## config.mk

```make
export PLATFORM = sky130hd
export DESIGN_NAME = inst_field_encoder
export DESIGN_NICKNAME = d
export VERILOG_FILES = /design/src/rtl/inst_field_encoder.sv
export SDC_FILE = /design/constraint.sdc
export NUM_CORES = 1
export LEC_CHECK = 0
export ABC_CLOCK_PERIOD_IN_PS = 2600
export CORE_ASPECT_RATIO = 0.5
export CORE_MARGIN = 10
export CORE_UTILIZATION = 47
export DETAILED_ROUTE_END_ITERATION = 8
export GPL_TIMING_DRIVEN = 0
export PLACE_DENSITY = 0.81
export SLEW_MARGIN = 20
export SYNTH_ARGS = -nofsm -noshare
export SYNTH_HDL_FRONTEND = slang
export SYNTH_SLANG_ARGS = --single-unit
```

## constraint.sdc

```tcl
create_clock -name clk -period 2.6 [get_ports clk]
set_clock_uncertainty 0.15 [all_clocks]
set_input_delay 0.52 -clock clk [delete_from_list [all_inputs] [get_ports clk]]
set_output_delay 0.52 -clock clk [all_outputs]
set_load 0.005 [all_outputs]
```

## src/rtl/inst_field_encoder.sv

```systemverilog
// inst_field_encoder: packs opcode, register fields and a 32-bit immediate
// into a 32-bit instruction word for the boot/self-test loader. Immediates
// are range-checked against the extension the decoder applies, so a word
// that re-decodes to a different immediate is rejected (forced to zero,
// out_err set) but still delivered at its own address.
// Two-stage valid/ready pipeline; stage 1 holds fields plus the check
// result, stage 2 is the output register with an auto-incrementing address.
// Optional: define INST_ENC_ERRCNT_EN to build the saturating rejected-word
// counter on err_cnt; otherwise err_cnt is tied to zero.
module inst_field_encoder #(
   parameter int                ADDR_W    = 32,
   parameter logic [ADDR_W-1:0] BASE_ADDR = '0,
   parameter logic [ADDR_W-1:0] ADDR_STEP = ADDR_W'(4)
) (
   input  logic              clk,
   input  logic              rst,
   input  logic              in_valid,
   output logic              in_ready,
   input  logic [11:0]       opcode,
   input  logic [4:0]        rs,
   input  logic [4:0]        rt,
   input  logic [4:0]        rd,
   input  logic [31:0]       imm,
   output logic              out_valid,
   input  logic              out_ready,
   output logic [31:0]       out_inst,
   output logic [ADDR_W-1:0] out_addr,
   output logic              out_err,
   input  logic              addr_clr,
   output logic [7:0]        err_cnt
);

   // Major opcode field (opcode[11:6]) and R-format function codes.
   localparam logic [5:0] OP_RTYPE = 6'h00;
   localparam logic [5:0] OP_BEQ   = 6'h04;
   localparam logic [5:0] OP_BNE   = 6'h05;
   localparam logic [5:0] OP_ADDI  = 6'h08;
   localparam logic [5:0] OP_SLTI  = 6'h0A;
   localparam logic [5:0] OP_ANDI  = 6'h0C;
   localparam logic [5:0] OP_ORI   = 6'h0D;
   localparam logic [5:0] OP_XORI  = 6'h0E;
   localparam logic [5:0] OP_LW    = 6'h23;
   localparam logic [5:0] OP_SW    = 6'h2B;
   localparam logic [5:0] FN_SLL   = 6'h00;
   localparam logic [5:0] FN_SRL   = 6'h02;

   function automatic logic is_shift(input logic [5:0] funct);
      return (funct == FN_SLL) || (funct == FN_SRL);
   endfunction

   // Shift amount must fit the 5-bit shamt field.
   function automatic logic fits_shamt(input logic [31:0] v);
      return ~|v[31:5];
   endfunction

   // Decoder zero-extends: upper half must be clear.
   function automatic logic fits_zext16(input logic [31:0] v);
      return ~|v[31:16];
   endfunction

   // Decoder sign-extends bit 15: bits 31..15 must all match.
   function automatic logic fits_sext16(input logic [31:0] v);
      return (&v[31:15]) | (~|v[31:15]);
   endfunction

   logic [31:0]       enc_inst;
   logic              enc_err;
   logic              vld_p1;
   logic [31:0]       inst_p1;
   logic              err_p1;
   logic              adv_p2;
   logic              in_fire;
   logic              out_fire;
   logic [ADDR_W-1:0] addr_q;

   assign adv_p2   = ~out_valid | out_ready;
   assign in_ready = ~vld_p1 | adv_p2;
   assign in_fire  = in_valid & in_ready;
   assign out_fire = out_valid & out_ready;
   assign out_addr = addr_q;

   // Stage 0: place fields by format and classify the immediate.
   always_comb begin
      enc_inst = {opcode[11:6], rs, rt, 16'h0000};
      enc_err  = 1'b0;
      if (opcode[11:6] == OP_RTYPE) begin
         enc_inst[15:11] = rd;
         enc_inst[5:0]   = opcode[5:0];
         if (is_shift(opcode[5:0])) begin
            enc_inst[10:6] = imm[4:0];
            enc_err        = ~fits_shamt(imm);
         end
      end else begin
         enc_inst[15:0] = imm[15:0];
         case (opcode[11:6])
            OP_ANDI, OP_ORI, OP_XORI:
               enc_err = ~fits_zext16(imm);
            OP_ADDI, OP_LW, OP_SW, OP_BEQ, OP_BNE, OP_SLTI:
               enc_err = ~fits_sext16(imm);
            default:
               enc_err = 1'b1;
         endcase
      end
   end

   // Stage 1 occupancy: fills on input transfer, holds while stage 2 stalls.
   always_ff @(posedge clk or negedge rst) begin
      if (!rst) vld_p1 <= 1'b0;
      else      vld_p1 <= in_fire | (vld_p1 & ~adv_p2);
   end

   // Stage 1 data: packed word and check result, loaded on input transfer.
   always_ff @(posedge clk) begin
      if (in_fire) begin
         inst_p1 <= enc_inst;
         err_p1  <= enc_err;
      end
   end

   // Stage 2: output register; rejected words are presented as all zeros.
   always_ff @(posedge clk or negedge rst) begin
      if (!rst) begin
         out_valid <= 1'b0;
         out_inst  <= 32'h0000_0000;
         out_err   <= 1'b0;
      end else if (adv_p2) begin
         out_valid <= vld_p1;
         if (vld_p1) begin
            out_inst <= err_p1 ? 32'h0000_0000 : inst_p1;
            out_err  <= err_p1;
         end
      end
   end

   // Address of the word in stage 2; clear beats the increment.
   always_ff @(posedge clk or negedge rst) begin
      if (!rst)          addr_q <= BASE_ADDR;
      else if (addr_clr) addr_q <= BASE_ADDR;
      else if (out_fire) addr_q <= addr_q + ADDR_STEP;
   end

`ifdef INST_ENC_ERRCNT_EN
   logic [7:0] err_cnt_q;

   // Count delivered rejected words, sticking at 8'hFF.
   always_ff @(posedge clk or negedge rst) begin
      if (!rst)
         err_cnt_q <= 8'h00;
      else if (out_fire && out_err && (err_cnt_q != 8'hFF))
         err_cnt_q <= err_cnt_q + 8'h01;
   end

   assign err_cnt = err_cnt_q;
`else
   assign err_cnt = 8'h00;
`endif

endmodule
```

==> summary by stage <==
Logic synthesis
The synthesized instance count is 402. The cell area after technology mapping is 4460 um^2. The sequential-to-total area share from yosys stat is 58.7%. The number of synthesized register bits is 98. The most used flip-flop cell after synthesis is sky130_fd_sc_hd__dfrtp_1. A synthesized cell averages 11.1 um^2. The proportion of synthesized flip-flops having asynchronous set or reset is 66.3%. The count of cell types in the netlist is 41. The total of warnings raised by yosys is 0. The number of synthesized flops with an enable pin is 33.

Clock tree
The maximum level of the CTS H-tree is 3. The number of CTS-inserted buffers is 9. Clock tree synthesis selected as its root buffer the cell sky130_fd_sc_hd__clkbuf_16.

After clock tree synthesis, the flow added hold-fix buffers numbering 1. For the worst-skew pair, the clock arrives at the later sink with an insertion delay of 0.34 ns. Counting every sink on the clock net gives 98. The clock tree from TritonCTS is done. The post-CTS setup repair buffer count is 0. Gates resized during post-CTS repair numbered 0.

After clock tree synthesis, the clock-pin slew on the worst setup and hold paths is 0.06 ns. The clock passes through at most 2 buffers.

Power and ir drop
The switching share of power is 22.6%. The combinational power share is 9.7%. The fraction of power consumed by sequential logic is 52.5%. The leakage component of the power is 2.38 nW. The cell area power density is 511 nW/um^2.

Internal power comes to 2.47 mW. The worst vdd rail ir drop is 0.000342 V. Per report_power, the clock group accounts for 37.8% of the total. The switching power total is 0.723 mW. After layout, the design draws a total of 3.20 mW.

Global route
Global routing finished with a remaining overflow of 0. The maximum number of pins on one net before global-route repair is 54. The via count of the first global-routing pass came to 3510.

The first-pass GRT wire length is 17.6 mm. The overall routing resource usage is 15.8%. The most congested layer reported by global routing is met2. The met1 capacity usage during global routing is 17.5%. For met2 alone, demand over resource in global routing was 28.5%. For met3 alone, demand over resource in global routing was 5.09%. The initial antenna violation count came to 0.

Drt
The total length of routed wires is 10.9 mm. The first TritonRoute pass finished after 4 iterations. The average wire length per cell after detail routing is 16.1 um. The detailed router finished its first iteration with 112 violations. The total DRC errors in the routed layout is 0. Dividing the detail-routed via count by the number of cells gives 4.99. Across all layers, the routed design uses 3391 vias. The number of nets with antenna violations after routing is 0.

Place
The routability congestion estimate from global placement is 0.794. The wire-length estimate of the detail-placed layout is 8.40 mm. Input and output buffers added on the ports amount to 128.

STA
Static timing analysis puts the maximum clock frequency at 0.404 GHz. Setup repair after global routing left no endpoint under its margin. The total count of max-transition violations in the final report was 0. The total count of hold-check failures in the final report came to 0.

After routing, the total negative slack on setup checks comes to 0 ns. The pin slew with the least headroom to its limit is 0.758 ns. The routed design could run at a clock period as short as 2.47 ns.

Measured against its own limit, the worst slew margin works out to 49.1%. The fraction of the cycle the final worst path needs is 95.2%. The final number of setup-violating endpoints is 0.

Cells and area
The post-route netlist has 10.4% of its cells at a drive strength greater than 1. The area growth from synthesis to layout is 40.2%. The net count of the finished layout is 618.

The number of diodes is 0.

Worst setup path
STA puts the critical path data required time at 1.93 ns. The maximum fanout count along the critical path is 6. The arrival time at the worst endpoint is 1.80 ns. The length in cells of the worst reg-to-reg path is 5.

The worst setup path is captured at an output pin. The start-to-end type of the worst setup path is in -> out. The startpoint class of the critical path is an input port.

Floorplan
The die is 88.9 um tall. The die width is 158 um. In this run the count of I/O pins placed on the die edge is 139. After floorplanning, the core was sized to cover 9350 um^2. The floorplan has 25 rows. For this configuration, the core starts out at a cell density of 47.7%. The die covers 14000 um^2.

Min path
The worst hold path passes through 2 cells. The class of the worst hold path is reg -> reg.

Run status
The run finished with clean final reports.

Flow run
The tool flagged a number of max-cap violations equal to 0.
[flip-flops by register name, indices dropped and copies added (netlist names)]
register,cells
inst_p1,32
out_inst,32
out_addr,30
err_p1,1
out_err,1
out_valid,1
vld_p1,1
[Yosys cell counts, types with 2 or more instances]
| cell type | number | share of area, % |
|---|---|---|
| sky130_fd_sc_hd__nor2_1 | 31 | 2.6 |
| sky130_fd_sc_hd__xor2_1 | 8 | 1.6 |
| sky130_fd_sc_hd__o21ai_0 | 37 | 4.2 |
| sky130_fd_sc_hd__buf_4 | 10 | 1.7 |
| sky130_fd_sc_hd__inv_1 | 3 | 0.25 |
| sky130_fd_sc_hd__a21oi_1 | 4 | 0.45 |
| sky130_fd_sc_hd__nor4_1 | 14 | 2.0 |
| sky130_fd_sc_hd__nand4_1 | 10 | 1.4 |
| sky130_fd_sc_hd__nor3_1 | 8 | 0.90 |
| sky130_fd_sc_hd__dfrtp_1 | 65 | 36 |
| sky130_fd_sc_hd__edfxtp_1 | 33 | 22 |
| sky130_fd_sc_hd__nand2b_1 | 35 | 4.9 |
| sky130_fd_sc_hd__mux2_2 | 12 | 3.0 |
| sky130_fd_sc_hd__a22o_1 | 5 | 0.98 |
| sky130_fd_sc_hd__and3_1 | 3 | 0.42 |
| sky130_fd_sc_hd__nand3_1 | 11 | 1.2 |
| sky130_fd_sc_hd__buf_6 | 2 | 0.50 |
| sky130_fd_sc_hd__xnor2_1 | 19 | 3.7 |
| sky130_fd_sc_hd__and2_1 | 5 | 0.70 |
| sky130_fd_sc_hd__nor4_2 | 4 | 1.1 |
| sky130_fd_sc_hd__or2_2 | 2 | 0.28 |
| sky130_fd_sc_hd__and4_2 | 2 | 0.45 |
| sky130_fd_sc_hd__nand2_1 | 49 | 4.1 |
| sky130_fd_sc_hd__clkbuf_1 | 13 | 1.1 |
[power groups by stage]
stage | logic [mW] | registers, mW | clock network [mW]
final | 0.309 | 1.68 | 1.21
after CTS | 0.313 | 1.68 | 1.23
after global placement | 0.294 | 1.71 | 0
after global routing | 0.339 | 1.68 | 1.30
after floorplan | 0.0979 | 1.71 | 0
after detailed placement | 0.311 | 1.71 | 0
[layer usage]
layer,vias up,part of all wire [%]
met4,0,1.7
met3,12,6.6
met5,-,0
li1,1682,-
met1,1609,40
met2,88,52
[critical path: stages]
cell	delay (ns)
sky130_fd_sc_hd__clkdlybuf4s50_1	0.58
sky130_fd_sc_hd__nand3b_1	0.18
sky130_fd_sc_hd__clkdlybuf4s50_1	0.52
[metrics by stage]
| stage | hold slack, ns | cell area (um^2) | cells | worst slack [ns] | util, % |
|---|---|---|---|---|---|
| 2_1_floorplan | 0.0744 | 4490 | 411 | 0.555 | - |
| 3_3_place_gp | 0.312 | 5930 | 660 | -1.29 | 63.4 |
| 3_5_place_dp | 0.234 | 5970 | 662 | -0.200 | 63.9 |
| 4_1_cts | 0.335 | 6250 | 679 | 0.112 | 66.8 |
| 5_1_grt | 0.349 | 6250 | 679 | 0.0413 | 66.8 |
| 6_report | 0.328 | 6250 | 679 | 0.125 | 66.8 |
[cell type report]
cell class | instances | area [um^2]
Timing Repair Buffer | 131 | 1340
Buffer | 27 | 155
Clock buffer | 10 | 229
Tap cell | 121 | 151
Inverter | 3 | 11.3
Fill cell | 730 | 3100
Sequential cell | 98 | 2620
Clock inverter | 6 | 40.0
Multi-Input combinational cell | 283 | 1710
[cell usage in the layout, fill, tap and decap left out, types with 11 or more instances in the layout]
cell type	instances
sky130_fd_sc_hd__clkdlybuf4s50_1	127
sky130_fd_sc_hd__dfrtp_1	65
sky130_fd_sc_hd__nand2_1	49
sky130_fd_sc_hd__o21ai_0	37
sky130_fd_sc_hd__nand2b_1	35
sky130_fd_sc_hd__edfxtp_1	33
sky130_fd_sc_hd__nor2_1	31
sky130_fd_sc_hd__xnor2_1	19
sky130_fd_sc_hd__nor4_1	14
sky130_fd_sc_hd__clkbuf_1	14
sky130_fd_sc_hd__mux2_2	12
sky130_fd_sc_hd__nand3_1	11
sky130_fd_sc_hd__buf_4	11
[worst paths after layout]
check / from / end / slack [ns]
max reg2reg: out_addr[5] / out_addr[9] / 0.60
min in group asynchronous: rst / out_inst[12] / 0.43
min: out_inst[18] / out_inst[18] / 0.33
min reg2reg: out_inst[18] / out_inst[18] / 0.33
max: out_ready / in_ready / 0.13
max in group asynchronous: rst / out_addr[26] / 1.37
[logic make-up (layout without fill, tap and decap cells)]
kind of cell	count (synthesis)	in the layout	synth area share, %
and+or+nand+nor	185	185	22.9
muxes	12	12	3.03
xor gates and xnor gates	27	27	5.30
DFF	98	98	58.7
AOI/OAI and AO/OA	48	48	5.95
buffers and inverters	30	177	3.73
adders and majority gates	1	1	0.280
other	1	10	0.0841
Power figures use the tool's default switching activity.
